File: src/rtl/arb4_rr_sched.sv
// Four-requester scheduler with registered one-hot grant and owner index.
// Optional ownership watchdog is compiled in with `define ARB_TIMEOUT_EN.
module arb4_rr_sched #(
  parameter int ROUND_ROBIN = 1,
  parameter int MAX_HOLD    = 16
) (
  input  logic       clk,
  input  logic       rst_n,
  input  logic [3:0] req,
  output logic [3:0] gnt,
  output logic [1:0] gnt_idx,
  output logic       gnt_valid,
  output logic       timeout
);

  typedef enum logic {IDLE, GRANT} state_t;

  state_t     state;
  logic [1:0] ptr;
  logic [1:0] scan_base;
  logic [1:0] cand;
  logic [1:0] winner;
  logic [3:0] eligible;
  logic [3:0] block_mask;
  logic       owner_req;
  logic       expire;
  logic       revoke;

  assign owner_req = req[gnt_idx];
  assign revoke    = (state == GRANT) && owner_req && expire;

  // Reverse scan so the lowest offset from the base is the last (winning) assignment.
  always_comb begin
    scan_base = (ROUND_ROBIN != 0) ? ptr : 2'd0;
    eligible  = req & ~block_mask;
    winner    = scan_base;
    cand      = 2'd0;
    for (int i = 3; i >= 0; i--) begin
      cand = scan_base + 2'(i);
      if (eligible[cand]) winner = cand;
    end
  end

`ifdef ARB_TIMEOUT_EN
  localparam logic [7:0] HOLD_LAST = 8'(MAX_HOLD - 1);

  logic [7:0] hold_cnt;

  assign expire = (hold_cnt == HOLD_LAST);

  always_ff @(posedge clk or negedge rst_n) begin
    if (!rst_n) begin
      hold_cnt <= 8'd0;
    end else if (state == IDLE) begin
      hold_cnt <= 8'd0;
    end else begin
      hold_cnt <= hold_cnt + 8'd1;
    end
  end

  // A blocked requester must be seen low once before it can compete again.
  always_ff @(posedge clk or negedge rst_n) begin
    if (!rst_n) begin
      block_mask <= 4'b0000;
    end else begin
      block_mask <= (block_mask & req) | (revoke ? (4'b0001 << gnt_idx) : 4'b0000);
    end
  end
`else
  localparam int unused_max_hold = MAX_HOLD;

  assign expire     = 1'b0;
  assign block_mask = 4'b0000;
`endif

  always_ff @(posedge clk or negedge rst_n) begin
    if (!rst_n) begin
      state     <= IDLE;
      ptr       <= 2'd0;
      gnt       <= 4'b0000;
      gnt_idx   <= 2'd0;
      gnt_valid <= 1'b0;
      timeout   <= 1'b0;
    end else begin
      timeout <= 1'b0;
      case (state)
        IDLE: begin
          if (|eligible) begin
            state     <= GRANT;
            gnt       <= 4'b0001 << winner;
            gnt_idx   <= winner;
            gnt_valid <= 1'b1;
          end
        end
        GRANT: begin
          // gnt_idx is left alone on release; it only matters while gnt_valid is high.
          if (!owner_req || revoke) begin
            state     <= IDLE;
            gnt       <= 4'b0000;
            gnt_valid <= 1'b0;
            ptr       <= gnt_idx + 2'd1;
            timeout   <= revoke;
          end
        end
        default: state <= IDLE;
      endcase
    end
  end

endmodule

File: config.mk
export PLATFORM = sky130hd
export DESIGN_NAME = arb4_rr_sched
export DESIGN_NICKNAME = d
export VERILOG_FILES = /design/src/rtl/arb4_rr_sched.sv
export SDC_FILE = /design/constraint.sdc
export NUM_CORES = 1
export LEC_CHECK = 0
export CORE_AREA = 2 2 39 41
export DETAILED_ROUTE_END_ITERATION = 8
export DIE_AREA = 0 0 41 43
export GPL_TIMING_DRIVEN = 0
export PLACE_DENSITY = 0.8
export SLEW_MARGIN = 0
export SYNTH_ARGS = -nofsm -noshare
export SYNTH_HDL_FRONTEND = slang
export SYNTH_SLANG_ARGS = --single-unit
export TNS_END_PERCENT = 100
File: constraint.sdc
create_clock -name clk -period 1.9 [get_ports clk]
set_input_delay 0.57 -clock clk [delete_from_list [all_inputs] [get_ports clk]]
set_output_delay 0.57 -clock clk [all_outputs]
set_load 0.05 [all_outputs]
==> results of run 1 <==
==> synthesized netlist by cell type <==
| cell | n | area [sq um] |
|---|---|---|
| a211o_1 | 1 | 8.76 |
| a21bo_2 | 1 | 10.0 |
| a21boi_0 | 1 | 7.51 |
| a21oi_1 | 1 | 5.00 |
| a31oi_1 | 1 | 6.26 |
| buf_12 | 1 | 20.0 |
| buf_4 | 1 | 7.51 |
| buf_6 | 1 | 11.3 |
| conb_1 | 1 | 3.75 |
| dfrtp_1 | 10 | 250 |
| inv_1 | 2 | 7.51 |
| mux4_2 | 1 | 22.5 |
| nand2_1 | 6 | 22.5 |
| nand2b_4 | 2 | 27.5 |
| nand3_2 | 4 | 40.0 |
| nor2_1 | 2 | 7.51 |
| nor2b_1 | 3 | 18.8 |
| nor3_1 | 1 | 5.00 |
| o211a_1 | 1 | 10.0 |
| o211ai_1 | 1 | 7.51 |
| o21a_1 | 1 | 7.51 |
| o21ai_0 | 4 | 20.0 |
| o21ai_1 | 1 | 5.00 |
| o21ai_2 | 1 | 8.76 |
| o31ai_1 | 4 | 30.0 |
| or4_4 | 1 | 11.3 |
| xnor2_1 | 1 | 8.76 |
==> cells by family (layout without fill, tap and decap cells) <==
kind of cell	Yosys count	count (layout)	synth area share (%)
AOI/OAI and AO/OA	18	18	21.4
xor gates and xnor gates	1	1	1.48
buffers and inverters	5	21	7.84
DFF	10	10	42.4
muxes	1	1	3.81
other	1	1	0.635
and+or+nand+nor	19	19	22.5
==> layer usage <==
| metal | wire length, um | vias up | track usage [%] |
|---|---|---|---|
| met5 | 0 | - | 0 |
| met4 | 49 | 0 | 14.0 |
| met3 | 65 | 5 | 3.14 |
| met2 | 579 | 18 | 24.1 |
| met1 | 541 | 236 | 21.6 |
| li1 | - | 228 | - |
==> cell type report <==
type / count / area [sq um]
Timing Repair Buffer: 12 / 118
Buffer: 3 / 38.8
Inverter: 2 / 7.51
Fill cell: 135 / 619
Clock buffer: 4 / 36.3
Sequential cell: 10 / 250
Multi-Input combinational cell: 40 / 294
Tap cell: 16 / 20.0
==> metrics by stage <==
step                area, sq um  setup WS, ps  util [%]
floorplan                   591           128         -
global placement            731          -244      52.8
detailed placement          731          -271      52.8
CTS                         758          19.1      54.8
global route                764          8.44      55.2
finish                      764          67.3      55.2
==> timing repair <==
item                       CTS  global route
gates cloned                 0             0
setup endpoints to repair    7             6
resized for setup            7             3
==> flip-flops by register name, summed over array words and instances, names as in the netlist <==
signal / cells
ptr: 2
gnt_idx: 2
gnt: 4
gnt_valid: 1
state: 1
==> cell usage in the layout (no fill, tap or decap), types with 3 or more instances in the layout <==
cell type	instances
dfrtp_1	10
nand2_1	6
dlygate4sd2_1	6
o21ai_0	4
nand3_2	4
o31ai_1	4
nor2b_1	3
clkbuf_4	3
clkdlybuf4s50_1	3
==> report_power, final <==
| part | switching [uW] | internal (uW) |
|---|---|---|
| Clock | 88.7 | 117 |
| Combinational | 460 | 291 |
| Sequential | 98.8 | 308 |
| Total | 647 | 716 |
==> worst paths after layout <==
| kind | startpoint | endpoint | slack, ps | cells after the start |
|---|---|---|---|---|
| hold / removal | gnt_valid$_DFFE_PN0P_ | gnt_valid$_DFFE_PN0P_ | 470 | 2 |
| setup reg to reg | gnt_idx[0]$_DFFE_PN0P_ | gnt[0]$_DFFE_PN0P_ | 390 | 5 |
| max in group asynchronous | rst_n | gnt_idx[0]$_DFFE_PN0P_ | 960 | 1 |
| min in group asynchronous | rst_n | gnt[1]$_DFFE_PN0P_ | 600 | 1 |
| hold reg to reg | gnt_valid$_DFFE_PN0P_ | gnt_valid$_DFFE_PN0P_ | 470 | 2 |
| setup / recovery | gnt_idx[0]$_DFFE_PN0P_ | gnt_idx[0] | 70 | 1 |
==> tightest hold or removal path: stages, from the launching register on <==
cell,delay (ps)
dfrtp_1,340
nand2_1,50
nand2_1,50
==> metrics.txt, run 1 <==
syn_area_per_cell=roughly 11 sq um; CTS Sinks=10; share of cells above drive strength 1=23.9%; flops & latches, synth=10; clk_lat worst skew=290 ps; # rows=14; Worst Skew=8.90 ps; vias in the first global route=432; H-tree levels=1; Max Clock Freq=between 0.5 and 0.6 GHz; syn nets=61; CTS Buf Count=3; WP data required=about 1300 ps; gr ovfl total=0; initial antenna violation count=0; Finish-stage setup viols=0; status=complete, no violations; crit-path leading delay family=buffers and inverters; max incr delay on CP=530 ps; PortBufs=12; RSZ-0062 raised after global routing=no; CP Cell Sequence=clkdlybuf4s15_1; CTS tree=done; first-pass GRT wire length=1.90 mm; Crit Path Max Fanout=5; Post-Synthesis Cells=55; total core area=0.00138 sq mm; Root Driver=clkbuf_4; synth unique cells=27; Initial DRC Count=2; Power, Total=~1400 uW; Placed Instances=83; Starting Density=42.7%; die width=41 um; CP endpoint kind=output port; maximum vdd drop=0.941 mV; register area share after synthesis=42.4%; Die ar.=0.00176 sq mm; Detailed Route WL=between 1 and 1.5 mm; nets@finish=about 80; Startpoint Class=flip-flop; WL/cell=14.2 um; Hold WS=472 ps; GR Util All Layers=~17%; Clock transition at path regs=approximately 80 ps; Buf/Inv on CP=1; area delta synth->final=29.4%; IO Pins=14; Via-to-Cell Ratio=about 5.6; Die Y=roughly 43 um; leak pwr=between 0.0003 and 0.0004 uW; Hold Path Class=reg -> reg; slowest stage cell on the critical path=clkdlybuf4s15_1; GPL Wtd Cong=0.756; Setup TNS=0 ps; # DRC=0; total power per unit cell area=roughly 1800 mW/mm^2; vias post-DR=487; ant diodes=0; Max-Cap Viols=0; yosys warns=0; Initial DRT Pass Iterations=4; Post-Layout Cell Count=just under 90; setup bufs post-CTS=0; CP Data Arrival Time=1260 ps; clock tree buffer depth=2; Setup CP Type=reg -> out; area of the mapped netlist=~590 sq um; antenna-violating nets left=0; Final Max Tran Viols=0; post-layout min period=approximately 1800 ps; Fin. Hold Viols=0; cts hold-fix bufs=0; final worst path period share=96.5%; largest net degree at the start of global routing=11
(Power assumes the default switching activity.)
==> run 2: changes to the inputs <==
--- a/config.mk
+++ b/config.mk
@@ -5,11 +5,10 @@
 export SDC_FILE = /design/constraint.sdc
 export NUM_CORES = 1
 export LEC_CHECK = 0
-export CORE_AREA = 2 2 39 41
+export CORE_UTILIZATION = 40
 export DETAILED_ROUTE_END_ITERATION = 8
-export DIE_AREA = 0 0 41 43
 export GPL_TIMING_DRIVEN = 0
-export PLACE_DENSITY = 0.8
+export PLACE_DENSITY = 0.74
 export SLEW_MARGIN = 0
 export SYNTH_ARGS = -nofsm -noshare
 export SYNTH_HDL_FRONTEND = slang
==> run 2 against run 1 <==
Compared with the run above:
- die area fell by 7.3%
- non-clock buffer count did not move
- total power fell by 0.19%
- clock skew barely moved
- largest cell class unchanged
- sequential power barely moved
- final cell count fell by 1.1%
- via count fell by 0.41%
==> metrics.txt, run 2 (same netlist as run 1, synthesis figures left out) <==
status=complete, no violations; WP data required=roughly 1300 ps; design area=758 sq um; placed cell areas=729 sq um; # rows=13; most frequent cells in the layout=dfrtp_1 (10), dlygate4sd2_1 (8), nand2_1 (6); Startpoint Class=flip-flop; max incr delay on CP=560 ps; # DRC=0; nets@finish=78; Setup CP Type=reg -> out; Crit Path Max Fanout=5; initial antenna violation count=0; CTS tree=done; total core area=0.00133 sq mm; clk_lat worst skew=270 ps; most flop-heavy register=gnt; clock tree buffer depth=2; post-layout min period=1860 ps; CP endpoint kind=output port; slowest stage cell on the critical path=dlygate4sd2_1; Die ar.=0.00163 sq mm; PortBufs=12; Largest register FFs=4; maximum vdd drop=0.731 mV; R2R setup slack=about 350 ps; Max-Cap Viols=0; H-tree levels=1; Fin. Hold Viols=0; worst r2r src=gnt_idx[0]$_DFFE_PN0P_; crit-path leading delay family=buffers and inverters; CP Data Arrival Time=about 1300 ps; Hold Path Class=reg -> reg; Clock transition at path regs=60 ps; Detailed Route WL=between 1 and 1.5 mm; hpwl dp=872 um; Worst Skew=approximately 9.2 ps; Initial DRT Pass Iterations=4; Largest regs=gnt x4, gnt_idx x2, ptr x2; Root Driver=clkbuf_4; Starting Density=44.3%; ant diodes=0; largest net degree at the start of global routing=11; Max Clock Freq=0.538 GHz; vias in the first global route=437; CP endpoint=gnt_idx[0]; antenna-violating nets left=0; RSZ-0062 raised after global routing=no; die width=40.4 um; CP Cell Sequence=dlygate4sd2_1; Initial DRC Count=10; Setup TNS=0 ps; setup bufs post-CTS=0; Buf/Inv on CP=1; share of cells above drive strength 1=a little under a quarter; cts hold-fix bufs=0; worst r2r dst=gnt[2]$_DFFE_PN0P_; Finish-stage setup viols=0; first-pass GRT wire length=1.90 mm; Via-to-Cell Ratio=5.64; commonest non-fill, non-tap cell in the layout=dfrtp_1; Power, Total=1360 uW; CTS Sinks=10; total power per unit cell area=approximately 1800 mW/mm^2; GR Util All Layers=18.2%; gr ovfl total=0; Critical path origin=gnt_idx[0]$_DFFE_PN0P_; Crit. path cell count=1; final worst path period share=a little over nine tenths; Post-Layout Cell Count=86; IO Pins=14; area delta synth->final=28.4%; CTS Buf Count=3; Final Max Tran Viols=0; WL/cell=between 10 and 15 um; leak pwr=0.000363 uW; Die Y=40.4 um; vias post-DR=485; Placed Instances=82; Worst Reg2Reg Path Length in Cells=5; GPL Wtd Cong=0.785
run 2: repair_timing:
| action | in CTS | in global routing |
|---|---|---|
| hold endpoints to repair | 0 | 0 |
| setup endpoints to repair | 8 | 7 |
| gates resized for setup | 8 | 2 |
run 2: final cells by class:
type | count | area, sq um
multi-input cells | 40 | 294
flip-flops and latches | 10 | 250
plain buffers | 3 | 38.8
repair buffers | 12 | 113
fillers | 130 | 576
inverters | 2 | 7.51
well taps | 15 | 18.8
clock buffers | 4 | 36.3
run 2: power breakdown:
group	internal, uW	switching, uW
logic	289	469
registers	308	97.4
clock network	116	80.4
total	714	646
run 2: worst min path at each step:
| stage | startpoint | end | slack (ps) | cells after the start |
|---|---|---|---|---|
| global route | gnt_valid$_DFFE_PN0P_ | gnt_valid$_DFFE_PN0P_ | 520 | 2 |
| detailed placement | gnt_valid$_DFFE_PN0P_ | gnt_valid$_DFFE_PN0P_ | 470 | 2 |
| finish | gnt_valid$_DFFE_PN0P_ | gnt_valid$_DFFE_PN0P_ | 480 | 2 |
| CTS | gnt_valid$_DFFE_PN0P_ | gnt_valid$_DFFE_PN0P_ | 480 | 2 |
| floorplan | rst_n | gnt[0]$_DFFE_PN0P_ | 270 | 0 |
| global placement | gnt_valid$_DFFE_PN0P_ | gnt_valid$_DFFE_PN0P_ | 460 | 2 |
run 2: metal layers:
layer	vias to the layer above	GRT usage, %	share of wire [%]
met1	236	23.6	46
met2	16	29.4	47
met5	-	0	0
met4	0	5.00	1.5
met3	5	5.00	5.7
li1	228	-	-
run 2: metrics by stage:
stage / worst slack (ps) / util [%] / hold WS (ps)
6_report: 42.6 / 56.8 / 476
5_1_grt: 1.75 / 56.8 / 517
4_1_cts: 0.656 / 56.7 / 479
3_5_place_dp: -260 / 54.7 / 467
3_3_place_gp: -239 / 54.7 / 462
2_1_floorplan: 128 / - / 274
